==> config.mk <==
export PLATFORM = sky130hd
export DESIGN_NAME = parity_lane_stream
export DESIGN_NICKNAME = d
export VERILOG_FILES = /design/src/rtl/parity_lane_stream.sv
export SDC_FILE = /design/constraint.sdc
export NUM_CORES = 1
export LEC_CHECK = 0
export CAP_MARGIN = 20
export CORE_ASPECT_RATIO = 0.7
export CORE_MARGIN = 5
export CORE_UTILIZATION = 44
export CTS_BUF_LIST = sky130_fd_sc_hd__clkbuf_4
export CTS_CLUSTER_DIAMETER = 40
export DETAILED_ROUTE_END_ITERATION = 16
export PLACE_DENSITY_LB_ADDON = 0.25
export REMOVE_ABC_BUFFERS = 1
export SLEW_MARGIN = 20
export SYNTH_ARGS = -nofsm -noshare
export SYNTH_HDL_FRONTEND = slang
export SYNTH_SLANG_ARGS = --single-unit
==> constraint.sdc <==
create_clock -name clk -period 3.24 [get_ports clk]
set_input_delay 0.486 -clock clk [delete_from_list [all_inputs] [get_ports clk]]
set_output_delay 0.486 -clock clk [all_outputs]
set_load 0.05 [all_outputs]
==> src/rtl/parity_lane_stream.sv <==
// parity_lane_stream: multi-lane parity generator (streaming, valid/ready,
// one-entry output register) and registered parity checker with a
// saturating error-beat counter and a sticky error flag.
// Optional build macro: PARITY_ERR_INJECT_EN adds inj_lanes, which inverts
// the generated parity bit of the selected lanes on an accepted beat.
module parity_lane_stream #(
  parameter int N_LANES = 4,
  parameter int LANE_W  = 8,
  parameter int CNT_W   = 16
) (
  input  logic                            clk,
  input  logic                            rst,
  input  logic                            p_type,
  input  logic                            s_valid,
  output logic                            s_ready,
  input  logic [N_LANES*LANE_W-1:0]       s_data,
`ifdef PARITY_ERR_INJECT_EN
  input  logic [N_LANES-1:0]              inj_lanes,
`endif
  output logic                            m_valid,
  input  logic                            m_ready,
  output logic [N_LANES*(LANE_W+1)-1:0]   m_data,
  input  logic                            c_valid,
  input  logic [N_LANES*(LANE_W+1)-1:0]   c_data,
  output logic                            o_valid,
  output logic [N_LANES*LANE_W-1:0]       o_data,
  output logic [N_LANES-1:0]              o_err_lanes,
  output logic [CNT_W-1:0]                err_cnt,
  output logic                            err_sticky,
  input  logic                            clr_err
);

  localparam int SW = LANE_W + 1;
  localparam logic [CNT_W-1:0] CNT_MAX = {CNT_W{1'b1}};

  logic [N_LANES-1:0]          inj_bits;
  logic [N_LANES-1:0]          gen_parity;
  logic [N_LANES*SW-1:0]       gen_word;
  logic [N_LANES-1:0]          chk_err;
  logic [N_LANES*LANE_W-1:0]   chk_data;
  logic                        accept;
  logic                        error_beat;

`ifdef PARITY_ERR_INJECT_EN
  assign inj_bits = inj_lanes;
`else
  assign inj_bits = '0;
`endif

  // Per-lane parity generation, parity check and data stripping
  for (genvar i = 0; i < N_LANES; i++) begin : g_lane
    assign gen_parity[i] = p_type ? (^s_data[i*LANE_W +: LANE_W])
                                  : (~^s_data[i*LANE_W +: LANE_W]);
    assign gen_word[i*SW +: SW] = {gen_parity[i] ^ inj_bits[i],
                                   s_data[i*LANE_W +: LANE_W]};
    assign chk_err[i] = p_type ? (^c_data[i*SW +: SW])
                               : (~^c_data[i*SW +: SW]);
    assign chk_data[i*LANE_W +: LANE_W] = c_data[i*SW +: LANE_W];
  end

  // The register can take a new beat when empty or draining this cycle
  assign s_ready    = !m_valid || m_ready;
  assign accept     = s_valid && s_ready;
  assign error_beat = c_valid && (|chk_err);

  // Generate-path output register; data holds when nothing is accepted
  always_ff @(posedge clk) begin
    if (rst) begin
      m_valid <= 1'b0;
      m_data  <= '0;
    end else if (accept) begin
      m_valid <= 1'b1;
      m_data  <= gen_word;
    end else if (m_ready) begin
      m_valid <= 1'b0;
    end
  end

  // Check-path result register; payload only loads on a valid beat
  always_ff @(posedge clk) begin
    if (rst) begin
      o_valid     <= 1'b0;
      o_data      <= '0;
      o_err_lanes <= '0;
    end else begin
      o_valid <= c_valid;
      if (c_valid) begin
        o_data      <= chk_data;
        o_err_lanes <= chk_err;
      end
    end
  end

  // Error accounting; a clear takes effect before a concurrent error beat
  always_ff @(posedge clk) begin
    if (rst) begin
      err_cnt    <= '0;
      err_sticky <= 1'b0;
    end else if (clr_err) begin
      err_cnt    <= error_beat ? CNT_W'(1) : '0;
      err_sticky <= error_beat;
    end else if (error_beat) begin
      if (err_cnt != CNT_MAX) begin
        err_cnt <= err_cnt + CNT_W'(1);
      end
      err_sticky <= 1'b1;
    end
  end

endmodule

; Yosys cells after proc, flatten, opt, wreduce, memory -nomap -nowiden
; Cells that the tools add are included.
[classes]
add_sub_neg = 1
eq_ne = 1
mux = 16
n_reduce_logical = 25
[op_table]
columns = operator, count
row1 = $mux W16, 3
row2 = $reduce_xnor A9 Y1, 4
row3 = $reduce_xor A9 Y1, 4
row4 = $reduce_xnor A8 Y1, 4
row5 = $reduce_xor A8 Y1, 4
row6 = $add A16 B1 Y16 const B, 1
row7 = $ne A16 B16 Y1 const B, 1
row8 = $mux W1, 13
row9 = $reduce_bool A2 Y1, 3
row10 = $reduce_or A4 Y1, 1
row11 = $logic_and A1 B1 Y1, 2
row12 = $reduce_and A2 Y1, 1
row13 = $logic_not A1 Y1, 1
row14 = $logic_or A1 B1 Y1, 1
[totals]
reg_bits = 91
inputBits = 75
output_inout_bits = 92
elab_cells = 50

; Logic depth before layout (Yosys ltp)
[logic_depth]
depth_word = 6
depth_mapped = 9
ltp_nobuf = 7

; Worst setup path before layout
; OpenSTA, ideal clock, no wires.
[synth_timing]
path_kind = register -> register
from = reg err_cnt[1]
to = reg err_cnt[8]
setup_time_ns = 0.115
arrival_ns = 2.501
required_ns = 3.125
slack_ns = 0.625
stages_incl_launch_ff = 8
n_path_buf = 1
period_less_slack_ns = 2.615
cell_sequence = dfxtp_1 ha_1 and3_1 nand3_1 nor4_1 buf_2 nor4_1 o21a_1
[synth_via]
elab_chain_len = 4
[synth_lines]
columns = element, line_no
row1 = from (decl), 28  ; output logic [CNT_W-1:0] err_cnt,
row2 = from (signal assigned), 100  ; err_cnt <= error_beat ? CNT_W'(1) : '0;
row3 = from (signal assigned), 104  ; err_cnt <= err_cnt + CNT_W'(1);
row4 = $add A16 B1 Y16, 104
row5 = $mux W16, 103  ; if (err_cnt != CNT_MAX) begin
row6 = $mux W16, 102  ; end else if (error_beat) begin
row7 = $mux W16, 99  ; end else if (clr_err) begin
; Parallel ways exist; a longest one is shown, timed or not. The select of a mux whose other input is x is not followed.
; A chain may end at the register's enable or synchronous reset.

; Worst setup path after layout
[layout_timing]
from = in p_type
to = reg err_cnt[14]
[layout_via]
elab_chain_len = 5
[layout_lines]
columns = element, line_no
row1 = from (decl), 13  ; input logic p_type,
row2 = $mux W1, 56  ; assign chk_err[i] = p_type ? (^c_data[i*SW +: SW])
row3 = $reduce_or A4 Y1 (*), 64  ; assign error_beat = c_valid && (|chk_err);
row4 = $logic_and A1 B1 Y1 (*), 64
row5 = $reduce_bool A2 Y1 (no source line) (*), n/a
row6 = $reduce_and A2 Y1 (no source line) (*), n/a
; Mark *: on every way between the ends. The rest lies on a longest branch, timed or not.

==> results.sh <==
export IMPL_run_status="complete, no violations"
export IMPL_clock_insertion_delay_worst_skew_ns=0.45
export IMPL_boundaryPins=167
export IMPL_setup_slack_ns=0.666
export IMPL_clkSlewWorstSetupHoldPaths_ns=0.14
export IMPL_dieWidth_microns=125
export IMPL_core_region_area_sq_mm=0.00903
export IMPL_grtUsageTotal=0.191
export IMPL_cts_made_buffers=9
export IMPL_worst_endpoint_required_ns=3.62
export IMPL_clock_tree_htree_level_count=3
export IMPL_cp_buffers_inverters=2
export IMPL_synth_edff_count=0
export IMPL_net_switching_power_mw=0.923
export IMPL_post_cts_repair_setup_buffers=0
export IMPL_r2r_start="err_cnt[1]$_SDFFE_PP0P_"
export IMPL_die_height_microns=90.4
export IMPL_final_net_count=690
export IMPL_clockPowerShare=0.253
export IMPL_internal_power_mw=1.86
export IMPL_path_delay_family="XOR/XNOR gates"
export IMPL_power_density_mw_per_mm2=466
export IMPL_via_per_inst=4.98
export IMPL_detailedRoute_firstPassIterationCount=4
export IMPL_postCtsHoldBufs=0
export IMPL_max_vdd_ir_drop_mv=0.344
export IMPL_std_cell_rows=29
export IMPL_cts_resized_gates=0
export IMPL_synth_top_cells_by_area="dfxtp_1, xnor2_1, mux2i_1"
export IMPL_ctsRootBufferMaster="clkbuf_4"
export IMPL_drv_max_cap_violation_count=0
export IMPL_post_place_ws_ns=0.195
export IMPL_worst_slew_pin_slew_ns=0.559
export IMPL_power_leakage_nw=2.25
export IMPL_via_count=3701
export IMPL_critical_path_slowest_cell="clkdlybuf4s50_1"
export IMPL_routability_congestion_estimate_from_global_placement=0.824
export IMPL_initial_core_util=0.449
export IMPL_async_reset_ff_frac=0
export IMPL_syn2layout_area_growth_pct=47.3
export IMPL_rsz0062_at_grt="false"
export IMPL_worst_path_max_fanout=32
export IMPL_clk_skew_ns=0.0100
export IMPL_synth_cells=458
export IMPL_first_iter_violations=138
export IMPL_grt_start_max_net_pins=53
export IMPL_grt_pass1_vias=3620
export IMPL_post_synth_top_count_cell="dfxtp_1"
export IMPL_maxClockFrequency_mhz=389
export IMPL_crit_arrival_ns=2.95
export IMPL_yosys_area_top_type_share=0.449
export IMPL_floorplan_die_area_sq_mm=0.0113
export IMPL_timing_slew_headroom=0.626
export IMPL_drt_wirelength_per_cell_microns=15.0
export IMPL_crit_path_cell_trace="clkdlybuf4s50_1 -> xnor2_1 -> xnor3_1 -> xnor2_1 -> a41o_1 -> buf_12 -> or4_1 -> a21oi_1"
export IMPL_final_max_slew_viol_count=0
export IMPL_worst_setup_path_type="in2reg"
export IMPL_remaining_drc_errors=0
export IMPL_grt_remaining_overflow=0
export IMPL_comb_power_share=0.308
export IMPL_layout_cells_non_filler=743
export IMPL_dp_hpwl_microns=8370
export IMPL_source_of_the_critical_timing_path="p_type"
export IMPL_crit_path_capture_type="flop"
export IMPL_sinks_on_the_clock_net=91
export IMPL_first_pass_grt_wire_length_microns=17800
export IMPL_yosysWarnings=0
export IMPL_finalSetupViolCount=0
export IMPL_final_hold_violation_count=0
export IMPL_io_buffer_count=166
export IMPL_worst_path_largest_cell_delay_ns=0.55
export IMPL_placedCellCount=727
export IMPL_most_frequent_cells_after_synthesis="dfxtp_1, nand2_1, xnor2_1"
export IMPL_number_of_antenna_violating_nets_in_the_routed_design=0
export IMPL_antenna_found_initial=0
export IMPL_power_switching_share=0.331
export IMPL_post_synth_instance_area_sq_mm=0.00406
export IMPL_pwr_share_seq=0.440
export IMPL_hold_path_startpoint="c_valid"
export IMPL_ys_seq_area_frac=0.449
export IMPL_final_core_utilization=0.662
export IMPL_n_antenna_cell=0
export IMPL_min_delay_path_class="in2reg"
export IMPL_synth_top_flop_cell="dfxtp_1"
export IMPL_yosysTopAreaCell="dfxtp_1"
export IMPL_final_period_utilization=0.794
export IMPL_total_routed_wirelength_microns=11100
export IMPL_synth_seq_cells=91
export IMPL_fin_tns_setup_ns=0
export IMPL_clock_tree_buffer_depth=2
export IMPL_cp_start_kind="input port"
export IMPL_path_common_cell="xnor2_1"
export IMPL_avgSynthCellArea_sq_um=8.86
export IMPL_post_route_min_period_ns=2.57
export IMPL_ys_types=37
export IMPL_layout_drive_gt1_share=0.0436
export IMPL_tritoncts="built"
export IMPL_hold_slack_ns=0.419
## cell families after synthesis
logic type	after synthesis	synth area share
compound gates	74	0.105
xor+xnor	64	0.152
fa+ha+maj	1	0.00308
buf+inv	34	0.0358
flops	91	0.449
mux	32	0.0789
simple gates	162	0.177
## routing by layer
metal	wire, microns	vias up	global-route usage
li1	-	1856	-
met1	4830	1697	0.229
met2	5070	136	0.310
met3	1110	12	0.0875
met4	122	0	0.0484
met5	0	-	0
## final timing paths
path | to | slack (ns) | cells past startpoint
worst min-delay path | o_valid$_SDFF_PP0_ | 0.42 | 3
worst max-delay path | err_cnt[14]$_SDFFE_PP0P_ | 0.67 | 8
worst max register to register | err_cnt[11]$_SDFFE_PP0P_ | 1.05 | 7
worst min register to register | m_data[34]$_SDFFE_PP0P_ | 0.46 | 2
## sequential cells by signal, indices dropped and copies added (netlist names)
signal       flops
o_valid          1
o_data          32
m_data          36
err_cnt         16
err_sticky       1
m_valid          1
o_err_lanes      4
## layout by cell type (no fill, tap or decap), types with 5 or more instances in the layout
cell type / instances
a21oi_1: 46
buf_4: 7
clkbuf_4: 9
clkdlybuf4s50_1: 164
dfxtp_1: 91
inv_1: 5
mux2i_1: 32
nand2_1: 78
nand3_1: 7
nor2_1: 43
o21ai_0: 7
o31ai_1: 6
or4_1: 10
xnor2_1: 52
xor2_1: 8
## through the flow
stage | total power, mW | instance area (sq um)
floorplan | 1.77 | 3930
finish | 2.79 | 5980
global route | 2.92 | 5980
CTS | 2.82 | 5980
detailed placement | 2.11 | 5820
global placement | 2.10 | 5820
## power groups by stage
stage | Combinational [mW] | Clock [mW] | Sequential (mW)
final | 0.857 | 0.705 | 1.22
after floorplan | 0.285 | 0 | 1.48
after global placement | 0.850 | 0 | 1.25
after global routing | 0.911 | 0.772 | 1.23
after detailed placement | 0.863 | 0 | 1.25
after CTS | 0.865 | 0.728 | 1.23
## worst reg2reg max path, stage by stage (launching register included)
cell,delay [ns]
dfxtp_1,0.43
ha_1,0.20
and3_1,0.21
nand3_1,0.20
or4_1,0.71
nand4_1,0.18
o21ai_0,0.09
a21oi_1,0.12
## area by class of cell
class | count | area, sq um
inverter | 5 | 18.8
tap | 124 | 155
multi-input combinational | 333 | 2100
timing repair buffer | 174 | 1720
clock inverter | 7 | 92.6
sequential | 91 | 1820
fill | 743 | 3060
clock buffer | 9 | 67.6
Power figures use the tool's default switching activity.
